File: src/rtl/mips_pkg.sv
// Shared types and sizes for the instruction/data memory port arbiter.
// Holds the FSM state enum, owner enum, bus widths and default starvation limit.
package mips_pkg;

    localparam int ADDR_W           = 32;
    localparam int DATA_W           = 32;
    localparam int CNT_W            = 4;
    localparam int STARVE_LIMIT_DEF = 4;

    typedef enum logic [1:0] {
        IDLE = 2'd0,
        BUSY = 2'd1,
        DONE = 2'd2
    } state_e;

    typedef enum logic {
        OWN_IF = 1'b0,
        OWN_DM = 1'b1
    } owner_e;

endpackage

File: src/rtl/arb_starve_counter.sv
// Counts data grants made while fetch is waiting (used with ARB_STARVE_GUARD_EN).
// Ports: clk, rst_n, i_if_grant, i_dm_grant, i_if_req in; o_count (CNT_W) out.
module arb_starve_counter
    import mips_pkg::*;
(
    input  logic             clk,
    input  logic             rst_n,
    input  logic             i_if_grant,
    input  logic             i_dm_grant,
    input  logic             i_if_req,
    output logic [CNT_W-1:0] o_count
);

    logic [CNT_W-1:0] r_count;

    always_ff @(posedge clk or negedge rst_n) begin
        if (!rst_n) begin
            r_count <= '0;
        end else if (i_if_grant) begin
            r_count <= '0;
        end else if (i_dm_grant) begin
            // Only a grant that made fetch wait counts; saturate at max.
            if (!i_if_req)
                r_count <= '0;
            else if (r_count != '1)
                r_count <= r_count + 1'b1;
        end
    end

    assign o_count = r_count;

endmodule

File: src/rtl/mem_port_arbiter.sv
// Arbitrates one shared memory port between instruction fetch and data access.
// Ports: clk, rst_n; if_req/if_addr -> if_gnt/if_rvalid/if_rdata;
// dm_req/dm_we/dm_addr/dm_wdata -> dm_gnt/dm_rvalid/dm_rdata;
// mem_req/mem_we/mem_addr/mem_wdata out, mem_ready/mem_rdata in.
// Optional macro ARB_STARVE_GUARD_EN lets fetch win after STARVE_LIMIT
// consecutive data grants; without it data always has priority.
module mem_port_arbiter
    import mips_pkg::*;
#(
    parameter int STARVE_LIMIT = STARVE_LIMIT_DEF
) (
    input  logic              clk,
    input  logic              rst_n,
    input  logic              if_req,
    input  logic [ADDR_W-1:0] if_addr,
    output logic              if_gnt,
    output logic              if_rvalid,
    output logic [DATA_W-1:0] if_rdata,
    input  logic              dm_req,
    input  logic              dm_we,
    input  logic [ADDR_W-1:0] dm_addr,
    input  logic [DATA_W-1:0] dm_wdata,
    output logic              dm_gnt,
    output logic              dm_rvalid,
    output logic [DATA_W-1:0] dm_rdata,
    output logic              mem_req,
    output logic              mem_we,
    output logic [ADDR_W-1:0] mem_addr,
    output logic [DATA_W-1:0] mem_wdata,
    input  logic              mem_ready,
    input  logic [DATA_W-1:0] mem_rdata
);

    if (STARVE_LIMIT < 1 || STARVE_LIMIT > 15) begin : g_bad_limit
        $error("STARVE_LIMIT must be in 1..15");
    end

    state_e            r_state;
    owner_e            r_owner;
    logic              r_if_gnt;
    logic              r_dm_gnt;
    logic              r_if_rvalid;
    logic              r_dm_rvalid;
    logic              r_mem_req;
    logic              r_mem_we;
    logic [ADDR_W-1:0] r_mem_addr;
    logic [DATA_W-1:0] r_mem_wdata;
    logic [DATA_W-1:0] r_if_rdata;
    logic [DATA_W-1:0] r_dm_rdata;

    logic w_any_req;
    logic w_pick_if;
    logic w_starve_hit;

    assign w_any_req = if_req | dm_req;
    assign w_pick_if = if_req & (~dm_req | w_starve_hit);

`ifdef ARB_STARVE_GUARD_EN
    logic [CNT_W-1:0] w_starve_cnt;
    logic             w_if_grant;
    logic             w_dm_grant;

    // Grants decided on this edge (registered gnt appears next cycle).
    assign w_if_grant = (r_state == IDLE) & w_pick_if;
    assign w_dm_grant = (r_state == IDLE) & dm_req & ~w_pick_if;

    arb_starve_counter u_starve (
        .clk        (clk),
        .rst_n      (rst_n),
        .i_if_grant (w_if_grant),
        .i_dm_grant (w_dm_grant),
        .i_if_req   (if_req),
        .o_count    (w_starve_cnt)
    );

    assign w_starve_hit = (w_starve_cnt == CNT_W'(STARVE_LIMIT));
`else
    assign w_starve_hit = 1'b0;
`endif

    always_ff @(posedge clk or negedge rst_n) begin
        if (!rst_n) begin
            r_state     <= IDLE;
            r_owner     <= OWN_IF;
            r_if_gnt    <= 1'b0;
            r_dm_gnt    <= 1'b0;
            r_if_rvalid <= 1'b0;
            r_dm_rvalid <= 1'b0;
            r_mem_req   <= 1'b0;
            r_mem_we    <= 1'b0;
            r_mem_addr  <= '0;
            r_mem_wdata <= '0;
            r_if_rdata  <= '0;
            r_dm_rdata  <= '0;
        end else begin
            r_if_gnt    <= 1'b0;
            r_dm_gnt    <= 1'b0;
            r_if_rvalid <= 1'b0;
            r_dm_rvalid <= 1'b0;
            unique case (r_state)
                IDLE: begin
                    if (w_any_req) begin
                        r_state   <= BUSY;
                        r_mem_req <= 1'b1;
                        if (w_pick_if) begin
                            r_owner     <= OWN_IF;
                            r_if_gnt    <= 1'b1;
                            r_mem_we    <= 1'b0;
                            r_mem_addr  <= if_addr;
                            r_mem_wdata <= '0;
                        end else begin
                            r_owner     <= OWN_DM;
                            r_dm_gnt    <= 1'b1;
                            r_mem_we    <= dm_we;
                            r_mem_addr  <= dm_addr;
                            r_mem_wdata <= dm_wdata;
                        end
                    end
                end
                BUSY: begin
                    if (mem_ready) begin
                        r_state   <= DONE;
                        r_mem_req <= 1'b0;
                        if (r_owner == OWN_IF) begin
                            r_if_rvalid <= 1'b1;
                            r_if_rdata  <= mem_rdata;
                        end else begin
                            r_dm_rvalid <= 1'b1;
                            // Stores return zero data.
                            r_dm_rdata  <= r_mem_we ? '0 : mem_rdata;
                        end
                    end
                end
                DONE: begin
                    r_state <= IDLE;
                end
                default: begin
                    r_state <= IDLE;
                end
            endcase
        end
    end

    assign if_gnt    = r_if_gnt;
    assign if_rvalid = r_if_rvalid;
    assign if_rdata  = r_if_rdata;
    assign dm_gnt    = r_dm_gnt;
    assign dm_rvalid = r_dm_rvalid;
    assign dm_rdata  = r_dm_rdata;
    assign mem_req   = r_mem_req;
    assign mem_we    = r_mem_we;
    assign mem_addr  = r_mem_addr;
    assign mem_wdata = r_mem_wdata;

endmodule
File: config.mk
export PLATFORM = sky130hd
export DESIGN_NAME = mem_port_arbiter
export DESIGN_NICKNAME = d
export VERILOG_FILES = /design/src/rtl/mips_pkg.sv /design/src/rtl/arb_starve_counter.sv /design/src/rtl/mem_port_arbiter.sv
export SDC_FILE = /design/constraint.sdc
export NUM_CORES = 1
export LEC_CHECK = 0
export ABC_AREA = 1
export CORE_MARGIN = 3
export CORE_UTILIZATION = 30
export CTS_BUF_LIST = sky130_fd_sc_hd__clkbuf_8
export DETAILED_ROUTE_END_ITERATION = 10
export GPL_ROUTABILITY_DRIVEN = 0
export GPL_TIMING_DRIVEN = 0
export SLEW_MARGIN = 25
export SYNTH_ARGS = -nofsm -noshare
export SYNTH_HDL_FRONTEND = slang
export SYNTH_SLANG_ARGS = --single-unit
export TNS_END_PERCENT = 100
File: constraint.sdc
create_clock -name clk -period 1.1 [get_ports clk]
set_input_delay 0.22 -clock clk [delete_from_list [all_inputs] [get_ports clk]]
set_output_delay 0.22 -clock clk [all_outputs]
set_load 0.02 [all_outputs]
# Word level (Yosys, flattened, before mapping)
# Index checks and enable logic that the tools add are counted.
# totals
register_bits	137
in_bits	134
out_inout_bits	134
elab_cells	48
# classes
eq_ne	3
n_mux	22
bitwise_logic	4
reduce_logical	7
# ops
operator	n
$mux W32	3
$mux W1	15
$reduce_and A3 Y1	3
$mux W2	2
$ne A2 B2 Y1 const B	2
$pmux W2 S2	1
$reduce_and A2 Y1	2
$eq A2 B1 Y1 const B	1
$logic_not A2 Y1	1
$not A1 Y1	2
$pmux W1 S2	1
$reduce_bool A2 Y1	1
$and A1 B1 Y1	1
$or A1 B1 Y1	1

# Depth between registers and ports, before layout
# Gate-level depths: netlist of the first run.
# depth
ltp_word	5
mapped_depth	7
depth_no_buf	6

# Worst setup path after synthesis of the first run
# OpenSTA, ideal clock, no wires.
# synth_path
path_type	reg-to-reg
from	register r_mem_we, in the netlist mem_we
to	register r_dm_rdata[10], in the netlist dm_rdata[10]
setup_time_ns	0.123
t_arrival_ns	1.054
required_time_ns	0.977
setup_slack_ns	-0.077
stages_incl_launch_ff	6
n_path_buf	2
period_less_slack_ns	1.177
cell_sequence	dfrtp_1 > buf_2 > clkbuf_1 > nor2_1 > nand2_1 > nand2_1
# synth_via
elab_chain_len	1
# synth_rtl
item	line_no	text
start, declared	mem_port_arbiter.sv:45	logic r_mem_we;
start signal, assigned	mem_port_arbiter.sv:114	r_mem_we <= dm_we;
$mux W32	mem_port_arbiter.sv:130	r_dm_rdata <= r_mem_we ? '0 : mem_rdata;
end signal, assigned	mem_port_arbiter.sv:130	
end, declared	mem_port_arbiter.sv:49	logic [DATA_W-1:0] r_dm_rdata;
# No other way between the ends.
# A chain may end at the register's enable or synchronous reset.

# Worst setup path after layout of the first run
# layout_path
from	register r_state[1]
to	register r_if_rdata[11], in the netlist if_rdata[11]
# layout_via
elab_chain_len	2
# layout_rtl
item	line_no	text
start, declared	mem_port_arbiter.sv:38	state_e r_state;
start signal, assigned	mem_port_arbiter.sv:83	r_state <= IDLE;
start signal, assigned	mem_port_arbiter.sv:103	r_state <= BUSY;
start signal, assigned	mem_port_arbiter.sv:122	r_state <= DONE;
$eq A2 B1 Y1	mem_port_arbiter.sv:100	unique case (r_state)
$reduce_and A3 Y1 (no source line)	n/a	
end signal, assigned	mem_port_arbiter.sv:126	r_if_rdata <= mem_rdata;
end, declared	mem_port_arbiter.sv:48	logic [DATA_W-1:0] r_if_rdata;
# No other way between the ends.

==> results.py, run 1 <==
metrics = {
    "floorplanning": {
        "die_area_um2": 21700,
        "dieWidth_um": 147,
        "start_util": 0.307,
        "io_pins": 268,
        "die_h_um": 147,
        "core-area_um2": 19500,
        "rows": 51,
    },
    "drt": {
        "routed_wl_um": 22800,
        "initialDrtViolationCount": 210,
        "ant_nets": 0,
        "drt_pass1_iterations": 4,
        "wire_per_inst_um": 16.0,
        "vias": 6298,
        "via_per_inst": 4.43,
        "drc": 0,
    },
    "pwr": {
        "clockPowerShare": 0.141,
        "swShare": 0.401,
        "internal_power_mw": 19.4,
        "power_leakage_nw": 5.99,
        "irDropWorstVdd_mv": 1.39,
        "p_switching_mw": 13.0,
        "p_comb_frac": 0.585,
        "p_seq_frac": 0.274,
        "total_power_mw": 32.4,
        "power_density_nw_per_um2": 2810,
    },
    "final_layout": {
        "area_growth_pct": 92.6,
        "drive_gt1_frac": 0.431,
        "num_antenna_cells": 0,
        "nets": 1278,
        "layout_commonest_cell": "nand2_1",
        "layout_common_cells": "251 x nand2_1, 157 x buf_6, 135 x dfrtp_1",
    },
    "grt": {
        "grt_max_degree": 79,
        "grt_overflow": 0,
        "grt_usage": 0.197,
        "grt_pass1_vias": 6030,
        "antenna_found_initial": 1,
        "grt_pass1_wl_um": 33800,
    },
    "yosys": {
        "synth_top_family_by_area": "simple AND/OR/NAND/NOR gates",
        "ys_warn_count": 0,
        "ys_ff_latch": 137,
        "synthSimpleGateAreaFrac": 0.331,
        "syn_area_per_cell_um2": 7.95,
        "synth_xor_xnor_area_share": 0,
        "synth_fa_ha_area_frac": 0,
        "yosysTopAreaCellShare": 0.572,
        "synth_cell_type_count": 15,
        "synthesis.nets": 888,
        "ys_seq_area_frac": 0.572,
        "muxShareOfSynthArea": 0,
        "yosys.area.top_type": "dfrtp_1",
        "synth_compound_area_frac": 0.0299,
        "synthCells": 754,
        "netlist_area_um2": 5990,
        "synth.area.top_cells": "dfrtp_1 57%, nand2_1 24%, nand3_1 5.3%",
    },
    "sta": {
        "hold_viol": 59,
        "tightest_slew_ns": 0.483,
        "period_share": 1.15,
        "period_needed_ns": 1.27,
        "whs_ns": -0.297,
        "worst_slack_ns": -0.170,
        "rsz0062_at_grt": "true",
        "slew_headroom": 0.678,
        "drv_slew": 0,
        "worst_clock_skew_ns": 0.0152,
        "setup_violations": 260,
        "fmax_mhz": 787,
    },
    "worst_setup_path": {
        "critical_path_class": "flip-flop to flip-flop",
        "start_kind": "flip-flop",
        "path_cells": "inv_2 > nand2_4 > inv_6 > buf_12 > buf_12 > buf_16 > nand3_1 > nand2_1",
        "required_ns": 1.44,
        "crit_path_max_incr_delay_ns": 0.40,
        "arrival_ns": 1.61,
        "crit_top_cell": "buf_12",
        "cp_slowest_cell": "dfrtp_1",
        "crit_path_end_kind": "flip-flop",
        "crit_fanout": 7,
    },
    "placement": {
        "io_buffers": 266,
        "dp_hpwl_um": 14500,
    },
    "run_status": {
        "status": "finished, violations left",
        "violations": "negative hold slack, negative setup slack",
    },
    "clock_network": {
        "clk_latency_ns": 0.44,
        "htree_num_levels": 4,
        "clockRootBuffer": "clkbuf_8",
        "cts_buffers": 17,
        "cts_tree": "built",
        "cts.path.max_buffers": 2,
        "cts_sinks": 137,
        "clkTransAtPathRegs_ns": 0.09,
    },
    "run": {
        "drv_cap": 0,
    },
    "min_path": {
        "hold_path_class": "input port to asynchronous set/reset pin",
    },
}
[cell usage after synthesis]
cell type / count
nand2_1: 390
dfrtp_1: 137
nand3_1: 64
nor2_1: 38
inv_1: 36
o21ai_0: 34
buf_2: 25
clkbuf_1: 9
buf_4: 6
buf_6: 5
nand2_2: 3
inv_2: 2
nor2_2: 2
nor2_4: 2
o21ai_2: 1
[per-layer routing]
metal	track usage	routed length (um)
met5	0	13
met4	0.0489	334
met3	0.0743	1800
met2	0.314	11200
met1	0.257	9440
[per-stage QoR]
step	cell area, um^2	setup WS, ns	TNS (ns)	util	std cells
2_1_floorplan	5990	-0.0773	-2.24	-	754
3_3_place_gp	8980	-6.07	-906.28	0.460	1285
3_5_place_dp	9020	-0.682	-78.13	0.462	1286
4_1_cts	10500	-0.159	-28.65	0.540	1373
5_1_grt	11500	-0.220	-39.25	0.591	1422
6_report	11500	-0.170	-24.11	0.591	1422
[path summary, 6_finish.rpt]
| path | from | to | slack, ns | cells after the start |
|---|---|---|---|---|
| max in group asynchronous | rst_n | r_owner$_DFFE_PN0P_ | 0.61 | 2 |
| min in group clk | if_req | mem_addr[2]$_DFFE_PN0P_ | 0.21 | 5 |
| min reg2reg | mem_wdata[0]$_DFFE_PN0P_ | mem_wdata[0]$_DFFE_PN0P_ | 0.50 | 2 |
| max reg2reg | r_state[1]$_DFFE_PN0P_ | if_rdata[11]$_DFFE_PN0P_ | -0.17 | 8 |
| max | r_state[1]$_DFFE_PN0P_ | if_rdata[11]$_DFFE_PN0P_ | -0.17 | 8 |
| min | rst_n | mem_wdata[21]$_DFFE_PN0P_ | -0.30 | 1 |
[power by group through the flow]
stage,logic [mW],clock network (mW),registers [mW]
3_5_place_dp,13.0,0,8.35
4_1_cts,16.2,4.72,8.75
3_3_place_gp,12.9,0,8.33
6_report,19.0,4.59,8.87
2_1_floorplan,3.79,0,10.9
5_1_grt,20.2,4.93,9.12
[flip-flops by register name, summed over array words and instances (netlist names), 2 cells and up]
name	count
mem_addr	32
if_rdata	32
dm_rdata	32
mem_wdata	32
r_state	2
[kinds of logic (layout without fill, tap and decap cells)]
| logic type | Yosys count | in the layout |
|---|---|---|
| and+or+nand+nor | 499 | 499 |
| DFF | 137 | 137 |
| buffers and inverters | 83 | 486 |
| AOI/OAI and AO/OA | 35 | 35 |
[worst max-delay path, delay by kind of cell, from the launching register on]
kind / cells / cell delay (ns)
simple gates: 3 / 0.24
buf+inv: 5 / 0.53
flops: 1 / 0.40
[timing repair]
action                                  CTS  global route
hold endpoints to repair                 59            59
pin swaps                                18            88
resized for setup                       959           183
buffers inserted                         43            44
endpoints found under the setup margin  267           269
cloned                                   12             5
[layout make-up]
type                    instances  area (um^2)
flip-flops and latches        137         3430
plain buffers                  45          465
clock buffers                  17          234
multi-input cells             534         2750
inverters                      38          150
fillers                      1709         7990
clock inverters                15          198
repair buffers                371         3970
well taps                     265          332
Note: power is estimated with default switching activity, not from simulation.
==> inputs of run 2 (changes only) <==
--- a/config.mk
+++ b/config.mk
@@ -6,12 +6,15 @@
 export NUM_CORES = 1
 export LEC_CHECK = 0
 export ABC_AREA = 1
+export ABC_CLOCK_PERIOD_IN_PS = 1100
 export CORE_MARGIN = 3
-export CORE_UTILIZATION = 30
+export CORE_UTILIZATION = 39
 export CTS_BUF_LIST = sky130_fd_sc_hd__clkbuf_8
 export DETAILED_ROUTE_END_ITERATION = 10
 export GPL_ROUTABILITY_DRIVEN = 0
 export GPL_TIMING_DRIVEN = 0
+export HOLD_SLACK_MARGIN = 0.05
+export PLACE_DENSITY = 0.79
 export SLEW_MARGIN = 25
 export SYNTH_ARGS = -nofsm -noshare
 export SYNTH_HDL_FRONTEND = slang
==> run 2 against run 1 <==
Against the previous run: the flow finishes with violations (negative setup slack); flip-flop and latch count is the same; global-route usage increased by 2.8 points; wire length is 12% lower; clock power decreased by 17%; critical path depth decreased by 2; setup slack better by 0.045 ns; final area shrank 13%; via count fell by 3.6%; register-to-register slack better by 0.04 ns; maximum frequency increased by 3.7%; clock skew down 0.0052 ns; combinational power decreased by 21%; largest cell class unchanged.
==> results.py, run 2 (synthesized netlist as in run 1, its figures left out) <==
metrics = {
    "run_status": {
        "status": "finished, violations left",
        "violations": "negative setup slack",
    },
    "clock_network": {
        "htree_num_levels": 4,
        "cts_sinks": 137,
        "cts.path.max_buffers": 2,
        "cts_tree": "built",
        "cts_buffers": 17,
        "clockRootBuffer": "clkbuf_8",
        "clk_latency_ns": 0.44,
        "clkTransAtPathRegs_ns": 0.08,
    },
    "worst_setup_path": {
        "reg2regPathDepth": 6,
        "required_ns": 1.43,
        "rrSetupSlack_ns": -0.13,
        "crit_fanout": 10,
        "r2r-end": "mem_wdata[4]$_DFFE_PN0P_",
        "crit_path_end_kind": "flip-flop",
        "arrival_ns": 1.55,
        "critical_path_class": "flip-flop to flip-flop",
        "start_kind": "flip-flop",
        "r2r_start": "r_state[0]$_DFFE_PN0P_",
    },
    "floorplanning": {
        "rows": 44,
        "die_h_um": 130,
        "core-area_um2": 14800,
        "start_util": 0.406,
        "dieWidth_um": 130,
        "io_pins": 268,
        "die_area_um2": 16900,
    },
    "grt": {
        "grt_pass1_wl_um": 29300,
        "grt_usage": 0.225,
        "antenna_found_initial": 0,
        "grt_max_degree": 90,
        "grt_overflow": 0,
        "grt_pass1_vias": 5711,
    },
    "drt": {
        "drt_pass1_iterations": 5,
        "wire_per_inst_um": 15.4,
        "ant_nets": 0,
        "initialDrtViolationCount": 278,
        "routed_wl_um": 20000,
        "via_per_inst": 4.68,
        "vias": 6073,
        "drc": 0,
    },
    "sta": {
        "tightest_slew_ns": 0.453,
        "period_needed_ns": 1.23,
        "drv_slew": 0,
        "period_share": 1.11,
        "setup_violations": 262,
        "fmax_mhz": 816,
        "hold_viol": 0,
        "worst_clock_skew_ns": 0.00999,
        "slew_headroom": 0.698,
        "worst_slack_ns": -0.126,
        "rsz0062_at_grt": "true",
    },
    "final_layout": {
        "layout_common_cells": "387 x nand2_1, 150 x buf_6, 136 x dfrtp_1",
        "area_growth_pct": 68.0,
        "layout_commonest_cell": "nand2_1",
        "multi_input_area_um2": 2190,
        "nFillCells": 1193,
        "nets": 1236,
        "seq_area_um2": 3430,
        "num_antenna_cells": 0,
        "postLayoutCellArea_um2": 10100,
        "drive_gt1_frac": 0.259,
    },
    "placement": {
        "dp_hpwl_um": 13700,
        "placed_area_um2": 8920,
        "io_buffers": 266,
        "dp_slack_ns": -0.600,
    },
    "min_path": {
        "hp-start": "if_req",
        "min_to": "mem_addr[1]$_DFFE_PN0P_",
        "hold_path_class": "input port to flip-flop",
        "whs_path_depth": 5,
    },
    "pwr": {
        "power_density_nw_per_um2": 2750,
        "power_leakage_nw": 5.45,
        "irDropWorstVdd_mv": 1.50,
        "total_power_mw": 27.7,
    },
    "run": {
        "drv_cap": 0,
    },
}
run 2: cell types whose count changed in the layout (fill, tap and decap cells not counted), sizes merged, moves of 3 or more:
| cell | delta |
|---|---|
| buf | -34 |
| bufinv | -3 |
| inv | -4 |
| clkbuf | -6 |
| clkinv | +4 |
run 2: stage by stage:
stage	setup TNS (ns)	utilization	hold slack, ns	instances
after floorplan	-2.24	-	-0.0756	754
after global placement	-849.20	0.602	0.453	1204
after detailed placement	-74.20	0.604	0.148	1205
after CTS	-27.75	0.664	0.153	1266
after global routing	-45.94	0.682	0.200	1298
final	-22.42	0.682	0.191	1298
run 2: cell type report:
| class | instances | area share |
|---|---|---|
| inverters | 38 | 0.0147 |
| clock buffers | 19 | 0.0260 |
| clock inverters | 12 | 0.0103 |
| flip-flops and latches | 137 | 0.341 |
| repair buffers | 329 | 0.333 |
| plain buffers | 45 | 0.0349 |
| multi-input cells | 534 | 0.218 |
| well taps | 184 | 0.0229 |
run 2: worst max-delay path by stage:
stage | start | end | slack (ns) | cells after the start
floorplan | mem_we$_DFFE_PN0P_ | dm_rdata[10]$_DFFE_PN0P_ | -0.08 | 5
global placement | rst_n | if_rdata[23]$_DFFE_PN0P_ | -5.70 | 1
detailed placement | dm_req | mem_wdata[29]$_DFFE_PN0P_ | -0.60 | 6
CTS | if_rdata[16]$_DFFE_PN0P_ | if_rdata[16] | -0.15 | 1
global route | r_state[0]$_DFFE_PN0P_ | mem_wdata[4]$_DFFE_PN0P_ | -0.20 | 6
finish | r_state[0]$_DFFE_PN0P_ | mem_wdata[4]$_DFFE_PN0P_ | -0.13 | 6
run 2: power breakdown:
part	internal, mW	total (mW)	leakage (nW)	switching [mW]
Combinational	7.32	15.1	3.53	7.74
Sequential	7.22	8.79	1.73	1.57
Clock	1.88	3.83	0.188	1.95
Total	16.4	27.7	5.45	11.3
run 2: worst max-delay path, stage by stage, from the launching register on:
cell and delay [ns]:
dfrtp_1 0.43, nor2_2 0.15, o21ai_2 0.10, buf_6 0.16
buf_6 0.14, nand2_1 0.08, nand2_1 0.06
run 2: repair_timing:
item | in CTS | in global routing
resized for setup | 851 | 19
hold buffers | 1 | 0
endpoints found under the setup margin | 265 | 355
buffers inserted | 27 | 32
hold endpoints to repair | 48 | 0
pin swaps | 2 | 1
cloned | 2 | 0
run 2: per-layer routing:
layer  wire length (um)  vias up  track usage
li1                   -     3005            -
met1               7960     2839        0.270
met2              10100      207        0.379
met3               1610       22       0.0806
met4                306        0       0.0752
met5                  0        -            0
==> RTL change 1 (flow settings as in run 2) <==
Encoding of `state_e`: now one-hot (3 bits for 3 states).
--- a/src/rtl/mips_pkg.sv
+++ b/src/rtl/mips_pkg.sv
@@ -7,10 +7,10 @@
     localparam int CNT_W            = 4;
     localparam int STARVE_LIMIT_DEF = 4;
 
-    typedef enum logic [1:0] {
-        IDLE = 2'd0,
-        BUSY = 2'd1,
-        DONE = 2'd2
+    typedef enum logic [2:0] {
+        IDLE = 3'b001,
+        BUSY = 3'b010,
+        DONE = 3'b100
     } state_e;
 
     typedef enum logic {
Behaviour: no difference found for any inputs over 4 cycles, from zero or initial values and one cycle with rst_n low; so few cycles prove little.
==> RTL change 1 against run 2 <==
The run still ends with negative setup slack left; count of clock-buffer cells in the layout is the same; power is 0.56% higher; global-route usage increased by 0.85 points; first-iteration DRC count rose by 5.8%; clock skew is 0.0038 ns higher; critical endpoint is now dm_rdata[15]; cell area rose by 0.15%; synthesized area down 0.54%; routed wire length down 2.0%; largest power group unchanged; setup slack got worse by 0.13 ns; sequential cell count grew 1; utilization grew 0.10 points; sequential share of layout area rose by 0.22 points.
==> RTL change 1: results <==
INSERT INTO impl_metrics (metric_group, metric, value, unit) VALUES
('outcome', 'status', 'finished, violations left', ''),
('outcome', 'violations_in_the_final_reports', 'negative setup slack', ''),
('yosys', 'synth.top_cells.by_count', 'nand2_1, dfrtp_1, nand3_1', ''),
('route', 'route.met3.wl', '1810', 'µm'),
('power_and_ir_drop', 'peakVddDrop', '1.30', 'mV'),
('yosys', 'synthTopCellsByArea', 'dfrtp_1, nand2_1, nand3_1', ''),
('yosys', 'mappedNetlistNets', '893', ''),
('route', 'avgRoutedWirePerCell', '15.0', 'µm'),
('global_route', 'largest_net_degree_at_the_start_of_global_routing', '89', ''),
('setup_path', 'timing.critical_path.max_delay_family', 'simple AND/OR/NAND/NOR gates', ''),
('yosys', 'syn_area_per_cell', '7.85', 'µm²'),
('finish', 'post_route_cells_drive_above_1_share', '0.253', ''),
('timing', 'final_setup_margin', '-0.256', 'ns'),
('finish', 'design.final.nets', '1239', ''),
('placed_design', 'dpl_worst_slack', '-0.714', 'ns'),
('timing', 'max-slew-margin-rel', '0.669', ''),
('worst_hold_path', 'whs_endpoint', 'mem_addr[3]', ''),
('yosys', 'netlist-cell-type-count', '18', ''),
('timing', 'final.hold.worst_slack', '0.254', 'ns'),
('global_route', 'overall_track_demand_over_capacity_in_global_routing', '0.234', ''),
('yosys', 'synth.yosys.seq_area_share', '0.580', ''),
('route', 'route.layer.met1.wl', '7490', 'µm'),
('clock_network', 'cts_setup_buffers', '54', ''),
('timing', 'setup_viol_count_final', '268', ''),
('route', 'via_count', '6048', ''),
('finish', 'post_layout_nonfiller_instances', '1301', '');
RTL change 1: area by class of cell:
| cell class | count | area (µm²) | share of cell area |
|---|---|---|---|
| plain buffers | 42 | 329 | 0.0326 |
| clock inverters | 12 | 126 | 0.0125 |
| repair buffers | 327 | 3340 | 0.331 |
| multi-input cells | 536 | 2180 | 0.216 |
| flip-flops and latches | 138 | 3460 | 0.343 |
| inverters | 43 | 161 | 0.0160 |
| well taps | 184 | 230 | 0.0228 |
| clock buffers | 19 | 262 | 0.0259 |
RTL change 1: worst reg2reg max path: stages, from the launching register on:
cell and delay [ns]:
dfrtp_1 0.41, inv_2 0.12, nand3_2 0.15, nor2_4 0.25
buf_6 0.19, nand2_1 0.08, nand2_1 0.10
RTL change 1: power groups by stage:
stage	Combinational (mW)	Clock (mW)	Sequential, mW
after floorplan	3.71	0	11.2
after global placement	12.5	0	8.56
after detailed placement	12.7	0	8.60
after CTS	14.6	4.20	8.96
after global routing	15.8	4.45	9.28
final	14.7	4.10	9.04
RTL change 1: how the worst max path moves through the flow:
| stage | startpoint | to | slack, ns | cells after the start |
|---|---|---|---|---|
| final | r_state[2] | dm_rdata[15] | -0.26 | 6 |
| after global routing | r_state[0] | mem_addr[1] | -0.32 | 7 |
| after CTS | r_state[0] | mem_addr[1] | -0.26 | 7 |
| after detailed placement | mem_ready | if_rdata[17] | -0.71 | 7 |
| after global placement | rst_n | mem_wdata[11] | -5.81 | 1 |
| after floorplan | r_state[0] | mem_addr[0] | -0.14 | 7 |
RTL change 1: cells by family (layout without fill, tap and decap cells):
kind of cell           Yosys count  after routing
and+or+nand+nor                534            534
DFF                            138            138
buffers and inverters           85            443
AOI/OAI and AO/OA                2              2
==> RTL change 2 (config.mk and constraints of run 2) <==
Without the edit above. The option `ARB_STARVE_GUARD_EN` is turned on by a define.
--- a/src/rtl/mem_port_arbiter.sv
+++ b/src/rtl/mem_port_arbiter.sv
@@ -4,6 +4,8 @@
 // mem_req/mem_we/mem_addr/mem_wdata out, mem_ready/mem_rdata in.
 // Optional macro ARB_STARVE_GUARD_EN lets fetch win after STARVE_LIMIT
 // consecutive data grants; without it data always has priority.
+`define ARB_STARVE_GUARD_EN
+
 module mem_port_arbiter
     import mips_pkg::*;
 #(
Function: no difference found for any inputs over 4 cycles, from zero or initial values and one cycle with rst_n low; that may be too few to reach the edited logic, so the function may still have changed.
==> RTL change 2 against run 2 <==
The flow finishes with violations (negative hold slack, negative setup slack); setup slack got worse by 0.21 ns; maximum frequency fell by 15%; routed wire length rose by 18%; power rose by 18%; hold slack got worse by 0.45 ns; synthesized area rose by 1.7%; cell count rose by 5.8%; clock skew rose by 0.0051 ns; non-clock buffer count rose by 38; cell area rose by 17%; sequential cell count rose by 4; largest cell class unchanged.
==> RTL change 2: results <==
INSERT INTO impl_metrics (metric_group, metric, value, unit) VALUES
('outcome', 'status', 'finished, violations left', ''),
('outcome', 'violations_in_the_final_reports', 'negative hold slack, negative setup slack', ''),
('route', 'wl', '23600', 'µm'),
('finish', 'n_antenna_cell', '1', ''),
('setup_path', 'worstReg2RegStart', 'u_starve.o_count[0]', ''),
('timing', 'setup_viol_count_final', '273', ''),
('clock_network', 'path_clk_slew', '0.10', 'ns'),
('clock_network', 'cts_setup_buffers', '57', ''),
('timing', 'final_setup_margin', '-0.334', 'ns'),
('finish', 'filler_cell_count_in_the_final_layout', '986', ''),
('global_route', 'grt.met1_usage', '0.303', ''),
('power_and_ir_drop', 'cell_internal_pwr', '19.4', 'mW'),
('route', 'met2WireLength', '12100', 'µm'),
('finish', 'design.final.nets', '1284', ''),
('yosys', 'netlist-cell-type-count', '17', ''),
('timing', 'max-slew-margin-rel', '0.544', ''),
('timing', 'final.hold.worst_slack', '-0.260', 'ns'),
('timing', 'final-hold-violation-count', '85', ''),
('clock_network', 'post_cts.resized_instances', '977', ''),
('power_and_ir_drop', 'peakVddDrop', '1.49', 'mV');
-- RTL change 2: changes by cell type after synthesis, sizes merged, moves of 2 or more --
cell and change:
nand2 -79, inv +70, nand3 +38, nor2 -31, buf -6, dfrtp +4
ha +2, o21ai +2
-- RTL change 2: worst max-delay path, stage by stage, from the launching register on --
cell and delay (ns):
dfrtp_1 0.39, inv_2 0.08, ha_4 0.14, nand3_4 0.08, nand2_8 0.11, nand2_8 0.08
nand2_8 0.10, inv_8 0.06, clkbuf_16 0.16, nand2_1 0.05, nand2_1 0.05
-- RTL change 2: logic make-up (layout without fill, tap and decap cells) --
kind of cell / count (synthesis) / after routing / synth area share
adders and majority gates: 2 / 2 / 0.00411
buffers and inverters: 147 / 552 / 0.0990
other: 0 / 1 / 0
DFF: 141 / 141 / 0.579
AOI/OAI and AO/OA: 37 / 37 / 0.0304
and+or+nand+nor: 429 / 429 / 0.287
